File: config.mk
export PLATFORM = sky130hd
export DESIGN_NAME = fetch_unit
export DESIGN_NICKNAME = d
export VERILOG_FILES = /design/src/rtl/fetch_pkg.sv /design/src/rtl/fetch_iq.sv /design/src/rtl/fetch_unit.sv
export SDC_FILE = /design/constraint.sdc
export NUM_CORES = 1
export LEC_CHECK = 0
export ABC_AREA = 1
export CORE_ASPECT_RATIO = 1.75
export CORE_UTILIZATION = 27
export DETAILED_ROUTE_END_ITERATION = 7
export DONT_BUFFER_PORTS = 1
export SKIP_LAST_GASP = 1
export SYNTH_ARGS = -nofsm -noshare
export SYNTH_HDL_FRONTEND = slang
export SYNTH_SLANG_ARGS = --single-unit
File: constraint.sdc
create_clock -name clk -period 7 [get_ports clk]
set_clock_uncertainty 0.15 [all_clocks]
set_input_delay 1.4 -clock clk [delete_from_list [all_inputs] [get_ports clk]]
set_output_delay 1.4 -clock clk [all_outputs]
set_load 0.05 [all_outputs]
File: src/rtl/fetch_pkg.sv
// Shared types and constants for the instruction fetch unit.
package fetch_pkg;

   // Instruction substituted for a misaligned fetch target (addi x0, x0, 0).
   localparam logic [31:0] NOP_INST         = 32'h0000_0013;
   localparam logic [31:0] DEFAULT_RESET_PC = 32'h0000_0000;

   // One instruction queue entry.
   typedef struct packed {
      logic [31:0] pc;
      logic [31:0] inst;
      logic        misalign;
   } iq_entry_t;

endpackage

File: src/rtl/fetch_iq.sv
// Instruction queue: circular buffer with head/tail pointers, occupancy
// counter and a flush that empties it in one cycle. Flush wins over push/pop.
module fetch_iq
   import fetch_pkg::*;
#(
   parameter int DEPTH = 3,
   localparam int PW   = (DEPTH > 1) ? $clog2(DEPTH) : 1,
   localparam int OW   = $clog2(DEPTH + 1)
) (
   input  logic            clk,
   input  logic            rst_n,
   input  logic            flush_i,
   input  logic            push_i,
   input  iq_entry_t       push_entry_i,
   input  logic            pop_i,
   output logic [OW-1:0]   occ_o,
   output logic            valid_o,
   output iq_entry_t       head_o
);

   iq_entry_t       mem_q [DEPTH];
   logic [PW-1:0]   head_q, head_d;
   logic [PW-1:0]   tail_q, tail_d;
   logic [OW-1:0]   occ_q, occ_d;
   logic            do_push, do_pop;

   function automatic logic [PW-1:0] ptr_inc(input logic [PW-1:0] p);
      if (p == PW'(DEPTH - 1)) return '0;
      else                     return p + PW'(1);
   endfunction

   assign do_push = push_i && !flush_i;
   assign do_pop  = pop_i && !flush_i && (occ_q != '0);

   // Next-state for pointers and occupancy.
   always_comb begin
      head_d = head_q;
      tail_d = tail_q;
      occ_d  = occ_q;
      if (flush_i) begin
         head_d = '0;
         tail_d = '0;
         occ_d  = '0;
      end else begin
         if (do_push) tail_d = ptr_inc(tail_q);
         if (do_pop)  head_d = ptr_inc(head_q);
         occ_d = occ_q + OW'(do_push) - OW'(do_pop);
      end
   end

   // Pointer/occupancy registers; reset empties the queue.
   always_ff @(posedge clk or negedge rst_n) begin
      if (!rst_n) begin
         head_q <= '0;
         tail_q <= '0;
         occ_q  <= '0;
      end else begin
         head_q <= head_d;
         tail_q <= tail_d;
         occ_q  <= occ_d;
      end
   end

   // Entry storage; contents are only visible through a valid head.
   always_ff @(posedge clk) begin
      if (do_push) mem_q[tail_q] <= push_entry_i;
   end

   assign occ_o   = occ_q;
   assign valid_o = (occ_q != '0);
   assign head_o  = valid_o ? mem_q[head_q] : '0;

`ifndef SYNTHESIS
   // Pushing into a full queue without a simultaneous pop is a design error.
   always_ff @(posedge clk) begin
      if (rst_n && do_push && !do_pop)
         assert (occ_q < OW'(DEPTH)) else $error("fetch_iq overflow");
   end
`endif

endmodule

File: src/rtl/fetch_unit.sv
// Instruction fetch unit: issues addresses to a 1-cycle-latency instruction
// memory, captures returning words into fetch_iq and presents the queue head
// to decode with a valid/ready handshake. A redirect flushes the queue and
// drops the word in flight.
// Optional macro FETCH_MISALIGN_CHECK_EN: adds out_misalign; a misaligned
// redirect yields a single NOP entry flagged misaligned and stalls fetching
// until the next redirect. Without it the low two redirect bits are cleared.
module fetch_unit
   import fetch_pkg::*;
#(
   parameter logic [31:0] RESET_PC = DEFAULT_RESET_PC,
   parameter int          IQ_DEPTH = 3
) (
   input  logic        clk,
   input  logic        rst_n,
   output logic [31:0] imem_addr,
   input  logic [31:0] imem_rdata,
   input  logic        redirect_valid,
   input  logic [31:0] redirect_pc,
`ifdef FETCH_MISALIGN_CHECK_EN
   output logic        out_misalign,
`endif
   output logic        out_valid,
   input  logic        out_ready,
   output logic [31:0] out_pc,
   output logic [31:0] out_inst
);

   localparam int OW = $clog2(IQ_DEPTH + 1);

   logic [31:0]  fetch_pc_q, fetch_pc_d;
   logic [31:0]  addr_q, addr_d;
   logic         inflight_q, inflight_d;
   logic         infl_mis_q, infl_mis_d;
   logic         stall_q, stall_d;

   logic [31:0]  redir_pc;
   logic         redir_mis;
   logic         issue;
   logic [31:0]  issue_addr;
   logic [OW-1:0] iq_occ;
   logic         iq_valid;
   iq_entry_t    iq_head;
   iq_entry_t    push_entry;
   logic         push, pop;

`ifdef FETCH_MISALIGN_CHECK_EN
   assign redir_pc  = redirect_pc;
   assign redir_mis = redirect_valid && (redirect_pc[1:0] != 2'b00);
`else
   assign redir_pc  = redirect_pc & 32'hFFFF_FFFC;
   assign redir_mis = 1'b0;
`endif

   // Issue decision, memory address and fetch state next-values.
   always_comb begin
      issue = redirect_valid ||
              (!stall_q && ((32'(iq_occ) + 32'(inflight_q)) < 32'(IQ_DEPTH)));
      issue_addr = redirect_valid ? redir_pc : fetch_pc_q;
      imem_addr  = issue ? issue_addr : addr_q;
      fetch_pc_d = fetch_pc_q;
      addr_d     = addr_q;
      if (issue) begin
         fetch_pc_d = issue_addr + 32'd4;
         addr_d     = issue_addr;
      end
      inflight_d = issue;
      infl_mis_d = issue && redir_mis;
      stall_d    = redirect_valid ? redir_mis : stall_q;
   end

   // Fetch state registers; reset drops anything in flight.
   always_ff @(posedge clk or negedge rst_n) begin
      if (!rst_n) begin
         fetch_pc_q <= RESET_PC;
         addr_q     <= RESET_PC;
         inflight_q <= 1'b0;
         infl_mis_q <= 1'b0;
         stall_q    <= 1'b0;
      end else begin
         fetch_pc_q <= fetch_pc_d;
         addr_q     <= addr_d;
         inflight_q <= inflight_d;
         infl_mis_q <= infl_mis_d;
         stall_q    <= stall_d;
      end
   end

   // The word returning now belongs to addr_q; a redirect discards it and
   // suppresses any pop in the same cycle.
   assign push_entry.pc       = addr_q;
   assign push_entry.inst     = infl_mis_q ? NOP_INST : imem_rdata;
   assign push_entry.misalign = infl_mis_q;
   assign push = inflight_q && !redirect_valid;
   assign pop  = iq_valid && out_ready && !redirect_valid;

   fetch_iq #(.DEPTH(IQ_DEPTH)) u_iq (
      .clk          (clk),
      .rst_n        (rst_n),
      .flush_i      (redirect_valid),
      .push_i       (push),
      .push_entry_i (push_entry),
      .pop_i        (pop),
      .occ_o        (iq_occ),
      .valid_o      (iq_valid),
      .head_o       (iq_head)
   );

   assign out_valid = iq_valid;
   assign out_pc    = iq_head.pc;
   assign out_inst  = iq_head.misalign ? NOP_INST : iq_head.inst;
`ifdef FETCH_MISALIGN_CHECK_EN
   assign out_misalign = iq_head.misalign;
`endif

endmodule

# After elaboration in Yosys (flattened, before gate mapping)
# Memory sizes are Yosys's and may differ from the RTL's.
# Cells that the tools add are included.
# Widths: inputs -> output; s select.
# totals
reg_bits	71
mem_bits_rw	192
out_inout_bits	97
word_cells	40
memories	1
# classes
add_sub_neg	6
order_cmp	1
eq_ne	2
mux	13
n_reduce_logical	11
# mem_list
name	depth	word_bits	read_ports	rd_ports_with_merged_regs	wr	line_no	source
u_iq.mem_q	3	64	1	0	1	fetch_iq.sv:21	iq_entry_t mem_q [DEPTH];
# ops
op	n
$mux 32	3
$mux 65	1
$add 32x3->32 const B	1
$mux 2	7
$logic_and 1x1->1	6
$reduce_bool 2->1	3
$add 2x1->2 const B	2
$eq 2x2->1 const B	2
$add 2x1->3	1
$lt 3x2->1 const B	1
$add 2x1->2	1
$mux 1	2
$sub 2x1->2	1
$logic_not 1->1	1
$logic_or 1x1->1	1

# Depth between registers and ports, before layout
# Gate-level depths: netlist of run 1.
# logic_depth
word_depth	7
ltp_mapped	12
depth_no_buf	11

# By module
# From an unflattened synthesis of run 1, not the netlist that was laid out.
# hier_totals
cells_unflattened	1262
hier_area_um2	12014.0
# by_module_without_submodules
module	n_inst	cells_each	area_per_inst_um2	seq_area_each_um2
fetch_iq	1	670	8084.0	6005.8
fetch_unit	1	592	3930.0	1626.6

# Least setup slack after synthesis of run 1
# Ideal clock, no wire load.
# synth_path
kind	in2reg
start	in redirect_valid
end	mem u_iq.mem_q[2][0] in the netlist's numbering (enable)
setup_ns	0.565
arrival_ns	6.252
setup_slack_ns	0.033
cell_stages	5
cell_sequence	buf_6 buf_4 nor2_1 inv_1 nor3_1
# synth_between
elab_chain_cells	5
# synth_rtl
item	line_no	source
from (decl)	fetch_unit.sv:18	input logic redirect_valid,
$logic_not 1->1 *	fetch_iq.sv:32, fetch_unit.sv:94	
$logic_and 1x1->1	fetch_unit.sv:94	assign push = inflight_q && !redirect_valid;
$logic_and 1x1->1 *	fetch_iq.sv:32	assign do_push = push_i && !flush_i;
$mux 1 *	fetch_iq.sv:66	if (do_push) mem_q[tail_q] <= push_entry_i;
$mux 1 (implied by the code) *	fetch_iq.sv:66	
to (decl)	fetch_iq.sv:21	
# Mark *: on every way between the ends. The rest lies on a longest branch, timed or not.

# Final worst setup path of run 1
# layout_path
start	reg u_iq.occ_q[0] (netlist: u_iq.occ_o[0])
end	out imem_addr[2]
# layout_between
elab_chain_cells	4
# layout_rtl
item	line_no	source
from (decl)	fetch_iq.sv:24	logic [OW-1:0] occ_q, occ_d;
from (signal assigned)	fetch_iq.sv:56	occ_q <= '0;
from (signal assigned)	fetch_iq.sv:60	occ_q <= occ_d;
$add 2x1->3	fetch_unit.sv:58	(!stall_q && ((32'(iq_occ) + 32'(inflight_q)) < 32'(IQ_DEPTH)));
$lt 3x2->1	fetch_unit.sv:58	
$logic_or 1x1->1	fetch_unit.sv:57	issue = redirect_valid ||
$mux 32	-	
to (decl)	fetch_unit.sv:16	output logic [31:0] imem_addr,
# Every way passes these cells.

==> qor.yml, run 1 <==
clk_path_buf_depth: 3
synth_edf_count: 192
synth-async-reset-ratio_pct: 27.0
cp.required_ps: 5450
end_kind: "primary output"
synth-adder-area-share_pct: 0.541
yosysUniqueCellTypes: 31
tightestPinTransition_ps: 950
viasPerCell: 4.56
gr-usage-all-layers_pct: 13.9
core_area_um2: 42000
cellPowerDensity_nw_per_um2: 485
insertion_delay_ps: 540
relSlewSlack_pct: 36.4
reg2reg_setup_slack_ps: 3600
gp_congestion: 0.868
yosys-mux-area-fraction_pct: 0
fin_util_pct: 31.0
ios: 165
crit_type: "reg2out"
cts_hold_buffers: 0
hold_start: "fetch_pc_q[0]$_DFFE_PN0N_"
hold_class: "reg2reg"
rr_worst_depth: 7
synthSimpleGateAreaFrac_pct: 26.3
path_max_fanout: 46
cts_tree: "yes"
yosys.area_share.xor_xnor_pct: 0.227
drt_wl_total_mm: 30.4
ir_drop_mv: 0.175
io_buffers: 0
netlist_area_um2: 11600
p_seq_share_pct: 38.3
cts_made_buffers: 26
post-route-period-util_pct: 73.4
critPathArrivalTime_ps: 3590
setup_violations: 0
hold_viol: 0
drc: 0
min_to: "fetch_pc_q[0]$_DFFE_PN0N_"
r2r_end: "addr_q[2]$_DFF_PN0_"
antenna_cells: 0
drt_iter0_drc: 436
antenna_found_initial: 0
max_freq_ghz: 0.195
holdPathStages: 2
p_switching_uw: 2840
drive_above_1_share_pct: 7.97
ys_ff_latch: 263
leakagePower_uw: 0.00543
power_switching_share_pct: 44.9
status: "complete, no violations"
ant_nets: 0
first_pass_iters: 5
grt_pass1_wl_mm: 45.6
dieArea_um2: 43700
ys_seq_area_share_pct: 65.3
synth_top_family_by_area: "simple AND/OR/NAND/NOR gates"
htreeDepth: 1
path_cells: "ha_1 -> ha_1 -> a21oi_2 -> nor2_4 -> inv_2 -> nor2_1 -> nor2_1"
area_growth_pct: 12.8
cts_root_buf: "clkbuf_16"
vias: 7904
chipWidth_um: 158
rr_startpoint: "u_iq.occ_o[0]$_DFF_PN0_"
synth-main-ff-cell: "edfxtp_1"
pwr-share-comb_pct: 38.3
avgSynthCellArea_um2: 9.82
rsz0062_at_grt: "false"
syn_nets: 1249
fin_nets: 1232
cts_sinks: 263
post_cts_resized: 0
grt_start_max_net_pins: 90
dp_hpwl_mm: 19.7
slowest_delay_ps: 750
maxCapViolations: 0
cp.buffers_inverters: 1
synth_compound_area_share_pct: 1.97
start_util_pct: 27.5
clock_power_share_pct: 23.4
p_int_uw: 3490
start_kind: "flop"
post-route-min-period_ps: 5140
routedWlPerCell_um: 17.5
clk_pin_slew_ps: 60
postSynthCellCount: 1176
die_height_um: 276
overflow: 0
grt_pass1_vias: 7588
post-cts-setup-buffers: 0
cpLargestDelayFamily: "simple AND/OR/NAND/NOR gates"
ys_warn_count: 0
critPathSlowestCell: "nor2_1"
maxSlewViolCount: 0
row_count: 99
setup_tns_ps: 0
==> metrics by stage <==
stage / instances / area (um2) / setup WS, ps / power [uW] / hold slack [ps]
detailed placement: 1686 / 12100 / 2390 / 4910 / 315
CTS: 1734 / 13000 / 1810 / 6410 / 333
global route: 1734 / 13000 / 1670 / 6680 / 343
floorplan: 1176 / 11600 / 33.1 / 4390 / 299
finish: 1734 / 13000 / 1860 / 6330 / 331
global placement: 1686 / 12100 / 2400 / 4860 / 315
==> worst reg2reg max path: stages, from the launching register on <==
cell and delay (ps):
dfrtp_1 400, ha_1 190, ha_1 280, a21oi_2 630, nor2_4 50, inv_2 630
nor2_1 100, nor2_1 750
==> power by group through the flow <==
stage	combinational (uW)	sequential [uW]	clock (uW)
floorplan	2000	2400	0
global placement	2430	2430	0
detailed placement	2450	2460	0
CTS	2460	2420	1530
global route	2630	2470	1580
finish	2420	2420	1480
==> final cells by class <==
cell class	instances	area [um2]
Clock inverter	14	173
Inverter	103	389
Sequential cell	263	7540
Multi-Input combinational cell	750	3380
Tap cell	555	694
Timing Repair Buffer	15	113
Clock buffer	34	743
Fill cell	4255	29000
==> synthesized netlist by cell type (5+ instances only) <==
cell type	count	share of area (%)
nand2_1	388	13
dfrtp_1	71	15
nor2_1	65	2.1
nor2_2	8	0.43
edfxtp_1	192	50
o21bai_1	6	0.39
nand3_1	229	9.9
nand2_2	11	0.60
buf_1	6	0.19
buf_2	5	0.22
inv_1	100	3.2
o21ai_0	5	0.22
o211ai_1	7	0.45
ha_1	5	0.54
clkbuf_1	42	1.4
==> worst max path at each step <==
stage / startpoint / end / slack [ps] / cells past startpoint
after floorplan: redirect_valid / u_iq.mem_q[2][0]$_DFFE_PP_ / 30 / 5
after global placement: redirect_valid / imem_addr[2] / 2400 / 4
after detailed placement: redirect_valid / imem_addr[2] / 2390 / 4
after CTS: u_iq.occ_o[0]$_DFF_PN0_ / imem_addr[2] / 1810 / 7
after global routing: inflight_q$_DFF_PN0_ / imem_addr[2] / 1670 / 7
final: u_iq.occ_o[0]$_DFF_PN0_ / imem_addr[2] / 1860 / 7
==> registers in the layout, indices dropped and copies added, names as in the netlist <==
| name | cells |
|---|---|
| u_iq.mem_q | 192 |
| addr_q | 32 |
| fetch_pc_q | 32 |
| u_iq.head_q | 2 |
| u_iq.occ_o | 2 |
| u_iq.tail_q | 2 |
| inflight_q | 1 |
==> kinds of logic (layout without fill, tap and decap cells) <==
kind of cell               count (synthesis)  after routing
adders and majority gates                  5              5
AOI/OAI and AO/OA                         32             32
buffers and inverters                    163            166
xor gates and xnor gates                   3              3
and+or+nand+nor                          710            710
DFF                                      263            263
==> cell usage in the layout, fill, tap and decap left out, drive strengths merged <==
| cell | instances |
|---|---|
| nor3 | 2 |
| and2 | 1 |
| bufinv | 3 |
| a21oi | 1 |
| inv | 106 |
| xor2 | 1 |
| dfrtp | 71 |
| buf | 15 |
| o21a | 2 |
| o221ai | 4 |
| nand2 | 399 |
| nand4 | 2 |
| clkinv | 5 |
| clkinvlp | 3 |
| xnor2 | 2 |
| clkbuf | 34 |
| edfxtp | 192 |
| o21ai | 6 |
| nor2 | 77 |
| o22ai | 2 |
| o21bai | 6 |
| o211ai | 7 |
| ha | 5 |
| nand3 | 229 |
| a31oi | 4 |
==> layer usage <==
| layer | global-route usage [%] | vias to the layer above | share of wire [%] |
|---|---|---|---|
| met3 | 2.39 | 44 | 5.4 |
| li1 | - | 3873 | - |
| met5 | 0 | - | 0 |
| met1 | 15.9 | 3762 | 40 |
| met4 | 5.57 | 0 | 3.0 |
| met2 | 25.1 | 225 | 52 |
Note: power is estimated with default switching activity, not from simulation.
==> run 2, diff against run 1 <==
- clock period: 7 -> 4.8 ns (I/O delays scaled with it)
==> qor.yml, run 2 (synthesis gave the netlist of run 1 again) <==
status: "complete, no violations"
clk_path_buf_depth: 3  # unchanged
post-route-period-util_pct: 83.8
post-route-min-period_ps: 4020
drt_iter0_drc: 559  # +28%
insertion_delay_ps: 530  # about the same
largest-register: "u_iq.mem_q"
overflow: 0  # unchanged
rsz0062_at_grt: "false"
leakagePower_uw: 0.00545  # +0.40%
drt_wl_total_mm: 30.2  # -0.63%
start_kind: "flop"
setup_violations: 0  # unchanged
clock_power_share_pct: 22.5  # -0.9 points
row_count: 99  # unchanged
io_buffers: 0  # unchanged
antenna_cells: 0  # unchanged
die_height_um: 276  # unchanged
antenna_found_initial: 0  # unchanged
p_seq_share_pct: 38.5  # +0.2 points
routedWlPerCell_um: 17.4  # -0.80%
largest_reg_flops: 192  # unchanged
path_max_fanout: 36  # -22%
grt_pass1_vias: 7840  # +3.3%
cp.required_ps: 3690  # -1760 ps
finalInstanceArea_um2: 13100  # +0.26%
setup_tns_ps: 0  # unchanged
critPathArrivalTime_ps: 2910  # -680 ps
cellPowerDensity_nw_per_um2: 703  # +45%
grt_pass1_wl_mm: 45.2  # -0.77%
fin_nets: 1237  # +0.41%
top_regs: "u_iq.mem_q x192, addr_q x32, fetch_pc_q x32"
start_util_pct: 27.5  # unchanged
post-cts-setup-buffers: 0  # unchanged
first_pass_iters: 4  # -1
chipWidth_um: 158  # unchanged
cts_root_buf: "clkbuf_16"
end_kind: "primary output"
drc: 0  # unchanged
postPlaceCellArea_um2: 12200  # +0.57%
crit_type: "reg2out"
regArea_um2: 7540  # unchanged
hold_class: "in2async"
maxSlewViolCount: 0  # unchanged
maxCapViolations: 0  # unchanged
relSlewSlack_pct: 22.4  # -14 points
cts_sinks: 263  # unchanged
cts_made_buffers: 25  # -3.8%
dieArea_um2: 43700  # unchanged
dp_hpwl_mm: 19.7  # about the same
p_int_uw: 5080  # +46%
tightestPinTransition_ps: 1160  # +211 ps
p_switching_uw: 4100  # +45%
viasPerCell: 4.63  # +1.6%
pwr-share-comb_pct: 39.0  # +0.7 points
clk_pin_slew_ps: 70  # about the same
area_growth_pct: 13.1
gr-usage-all-layers_pct: 13.8  # -0.082 points
grt_start_max_net_pins: 105  # +17%
max_freq_ghz: 0.249
htreeDepth: 1  # unchanged
ios: 165  # unchanged
final_common_cell: "nand2_1"
layout_common_cells: "nand2_1 (388), nand3_1 (229), edfxtp_1 (192), inv_1 (98), dfrtp_1 (69)"
ir_drop_mv: 0.323  # +85%
multi_input_area_um2: 3390  # +0.19%
vias: 8041  # +1.7%
cts_tree: "yes"
hold_viol: 0  # unchanged
gp_congestion: 0.896  # +3.2%
filler_cell_count: 4248  # -0.16%
ant_nets: 0  # unchanged
power_switching_share_pct: 44.7  # -0.17 points
drive_above_1_share_pct: 7.95  # -0.020 points
core_area_um2: 42000  # unchanged
## run 2: routing by layer
layer / wire [um] / global-route usage (%)
met4: 938 / 5.64
met2: 16500 / 26.0
met3: 1440 / 2.48
met5: 0 / 0
met1: 11300 / 14.8
## run 2: power groups by stage
| stage | combinational [uW] | clock [uW] | sequential, uW |
|---|---|---|---|
| finish | 3580 | 2070 | 3540 |
| global route | 3910 | 2210 | 3610 |
| global placement | 3590 | 0 | 3540 |
| CTS | 3650 | 2130 | 3540 |
| detailed placement | 3630 | 0 | 3580 |
| floorplan | 2910 | 0 | 3500 |
## run 2: worst paths after layout
path,startpoint,endpoint,slack [ps],depth (start not counted)
min in group clk,fetch_pc_q[0]$_DFFE_PN0N_,fetch_pc_q[0]$_DFFE_PN0N_,330,2
min,rst_n,fetch_pc_q[2]$_DFFE_PN0N_,140,1
min reg2reg,fetch_pc_q[0]$_DFFE_PN0N_,fetch_pc_q[0]$_DFFE_PN0N_,330,2
max,u_iq.occ_o[0]$_DFF_PN0_,imem_addr[29],780,7
max reg2reg,u_iq.occ_o[0]$_DFF_PN0_,addr_q[29]$_DFF_PN0_,2100,7
max in group asynchronous,rst_n,u_iq.head_q[1]$_DFFE_PN0P_,3970,1
## run 2: area by class of cell
type                            count  area share, %
Clock inverter                     12           1.36
Tap cell                          555           5.31
Clock buffer                       33           5.17
Sequential cell                   263           57.7
Inverter                          103           2.98
Timing Repair Buffer               21           1.55
Multi-Input combinational cell    750           25.9
## run 2: worst max-delay path: stages, from the launching register on
cell and delay [ps]:
dfrtp_1 400, ha_1 190, ha_1 280, a21oi_2 220, nor2_4 50, inv_2 490
nand2_1 270, nand2_1 480
## run 2: metrics by stage
stage | power (uW) | utilization [%] | cells | hold slack (ps) | worst slack, ps
after CTS | 9320 | 31.1 | 1737 | 152 | 722
after floorplan | 6410 | - | 1176 | 299 | 11.8
after global routing | 9730 | 31.1 | 1737 | 154 | 614
after global placement | 7130 | 29.0 | 1691 | 316 | 1260
final | 9180 | 31.1 | 1737 | 137 | 778
after detailed placement | 7210 | 29.0 | 1691 | 323 | 1240
## run 2: timing repair
item                                   in CTS  in global routing
hold buffers                                1                  0
endpoints found under the hold margin      71                  0
gates resized for setup                     0                  0
==> run 3, diff against run 2 <==
- clock period: 4.8 -> 4 ns (I/O delays scaled with it)
==> qor.yml, run 3 (synthesis gave the netlist of run 1 again) <==
status: "complete, no violations"
post-cts-setup-buffers: 0  # unchanged
gr-usage-all-layers_pct: 14.0  # +0.27 points
cts_made_buffers: 27  # +8.0%
drc: 0  # unchanged
grt_pass1_vias: 8048  # +2.7%
critPathArrivalTime_ps: 2860  # -50 ps
cts_root_buf: "clkbuf_16"
drt_wl_total_mm: 30.3  # +0.53%
hold_viol: 0  # unchanged
largest_reg_flops: 192  # unchanged
p_seq_share_pct: 39.0  # +0.5 points
finalInstanceArea_um2: 13100  # +0.28%
cp.required_ps: 3050  # -640 ps
drive_above_1_share_pct: 8.75  # +0.79 points
fin_hold_ws_ps: 192  # +54.4 ps
start_kind: "flop"
holdPathStages: 0
antenna_found_initial: 0  # unchanged
crit_type: "reg2out"
start_util_pct: 27.5  # unchanged
overflow: 0  # unchanged
relSlewSlack_pct: 44.0  # +22 points
die_height_um: 276  # unchanged
max_freq_ghz: 0.263
insertion_delay_ps: 550  # +20 ps
rr_worst_depth: 7  # unchanged
routedWlPerCell_um: 17.4  # about the same
vias: 8040  # -0.012%
post-route-min-period_ps: 3810
dieArea_um2: 43700  # unchanged
path_max_fanout: 71  # +97%
clk_pin_slew_ps: 60  # about the same
htreeDepth: 1  # unchanged
drt_iter0_drc: 494  # -12%
fin_nets: 1241  # +0.32%
worst_slack_ps: 194  # -584 ps
post-route-period-util_pct: 95.1
ir_drop_mv: 0.323  # -0.15%
layout_common_cells: "nand2_1 (385), nand3_1 (229), edfxtp_1 (192), inv_1 (98), dfrtp_1 (69)"
clk_path_buf_depth: 3  # unchanged
dp_hpwl_mm: 19.8  # +0.91%
p_int_uw: 5980  # +18%
row_count: 99  # unchanged
p_switching_uw: 4990  # +22%
clock_power_share_pct: 21.9  # -0.6 points
setup_violations: 0  # unchanged
cellPowerDensity_nw_per_um2: 837  # +19%
ios: 165  # unchanged
cts_tree: "yes"
pwr-share-comb_pct: 39.1  # about the same
core_area_um2: 42000  # unchanged
grt_start_max_net_pins: 85  # -19%
grt_pass1_wl_mm: 46.3  # +2.4%
chipWidth_um: 158  # unchanged
area_growth_pct: 13.5
tightestPinTransition_ps: 840  # -322 ps
power_switching_share_pct: 45.5  # +0.80 points
maxSlewViolCount: 0  # unchanged
ant_nets: 0  # unchanged
first_pass_iters: 5  # +1
pre_cts_ws_ps: 595  # -649 ps
rsz0062_at_grt: "false"
gp_congestion: 0.906  # +1.2%
largest-register: "u_iq.mem_q"
end_kind: "primary output"
final_common_cell: "nand2_1"
viasPerCell: 4.61  # -0.47%
postPlaceCellArea_um2: 12200  # +0.16%
maxCapViolations: 0  # unchanged
fin_util_pct: 31.2  # +0.086 points
top_regs: "u_iq.mem_q x192, addr_q x32, fetch_pc_q x32"
leakagePower_uw: 0.00546  # +0.14%
cts_sinks: 263  # unchanged
io_buffers: 0  # unchanged
hold_class: "in2reg"
setup_tns_ps: 0  # unchanged
-- run 3: cell types whose count changed in the layout (fill, tap and decap cells not counted), moves of 2 or more --
| cell | previous run | this run |
|---|---|---|
| clkinvlp_4 | 0 | 4 |
| nand2_2 | 11 | 14 |
| clkinv_2 | 2 | 6 |
| nand2_1 | 388 | 385 |
| clkbuf_8 | 2 | 0 |
| clkbuf_16 | 25 | 27 |
| bufinv_16 | 4 | 1 |
-- run 3: layer usage --
layer  routed length (um)  up-vias  track usage (%)
met5                    0        -                0
met4                  866        0             5.39
met3                 1660       48             2.64
met2                16600      201             27.2
met1                11200     3894             14.6
li1                     -     3897                -
-- run 3: path summary, 6_finish.rpt --
kind	from	to	slack, ps
worst min-delay path	imem_rdata[26]	u_iq.mem_q[2][26]$_DFFE_PP_	190
worst min register to register	fetch_pc_q[3]$_DFFE_PN0N_	fetch_pc_q[3]$_DFFE_PN0N_	330
worst max-delay path	u_iq.occ_o[0]$_DFF_PN0_	imem_addr[12]	190
min in group asynchronous	rst_n	fetch_pc_q[9]$_DFFE_PN0N_	680
max in group asynchronous	rst_n	u_iq.head_q[1]$_DFFE_PN0P_	2690
worst max register to register	u_iq.occ_o[0]$_DFF_PN0_	addr_q[12]$_DFF_PN0_	1380
-- run 3: stage by stage --
stage               instances  power [uW]
floorplan                1176        7690
global placement         1692        8570
detailed placement       1692        8670
CTS                      1744       11100
global route             1744       11600
finish                   1745       11000
-- run 3: layout make-up --
class | instances | area [um2]
antenna | 1 | 2.50
fill | 4269 | 28900
clock inverter | 18 | 153
sequential | 263 | 7540
inverter | 103 | 390
clock buffer | 32 | 694
tap | 555 | 694
multi-input combinational | 750 | 3400
timing repair buffer | 23 | 233
-- run 3: power groups by stage --
| stage | Clock, uW | Sequential (uW) | Combinational, uW |
|---|---|---|---|
| detailed placement | 0 | 4330 | 4340 |
| finish | 2400 | 4270 | 4290 |
| global route | 2580 | 4360 | 4690 |
| floorplan | 0 | 4190 | 3490 |
| CTS | 2480 | 4280 | 4370 |
| global placement | 0 | 4280 | 4290 |
-- run 3: timing repair --
item / 4_1_cts / 5_1_grt
hold buffers: 2 / 0
setup endpoints to repair: 1 / 4
hold endpoints to repair: 71 / 0
gates resized for setup: 1 / 4
-- run 3: critical path, stage by stage (launching register included) --
cell	delay (ps)
dfrtp_1	400
ha_1	200
ha_1	300
a21oi_2	80
nor2_4	90
buf_4	620
nand2_1	100
nand2_1	470
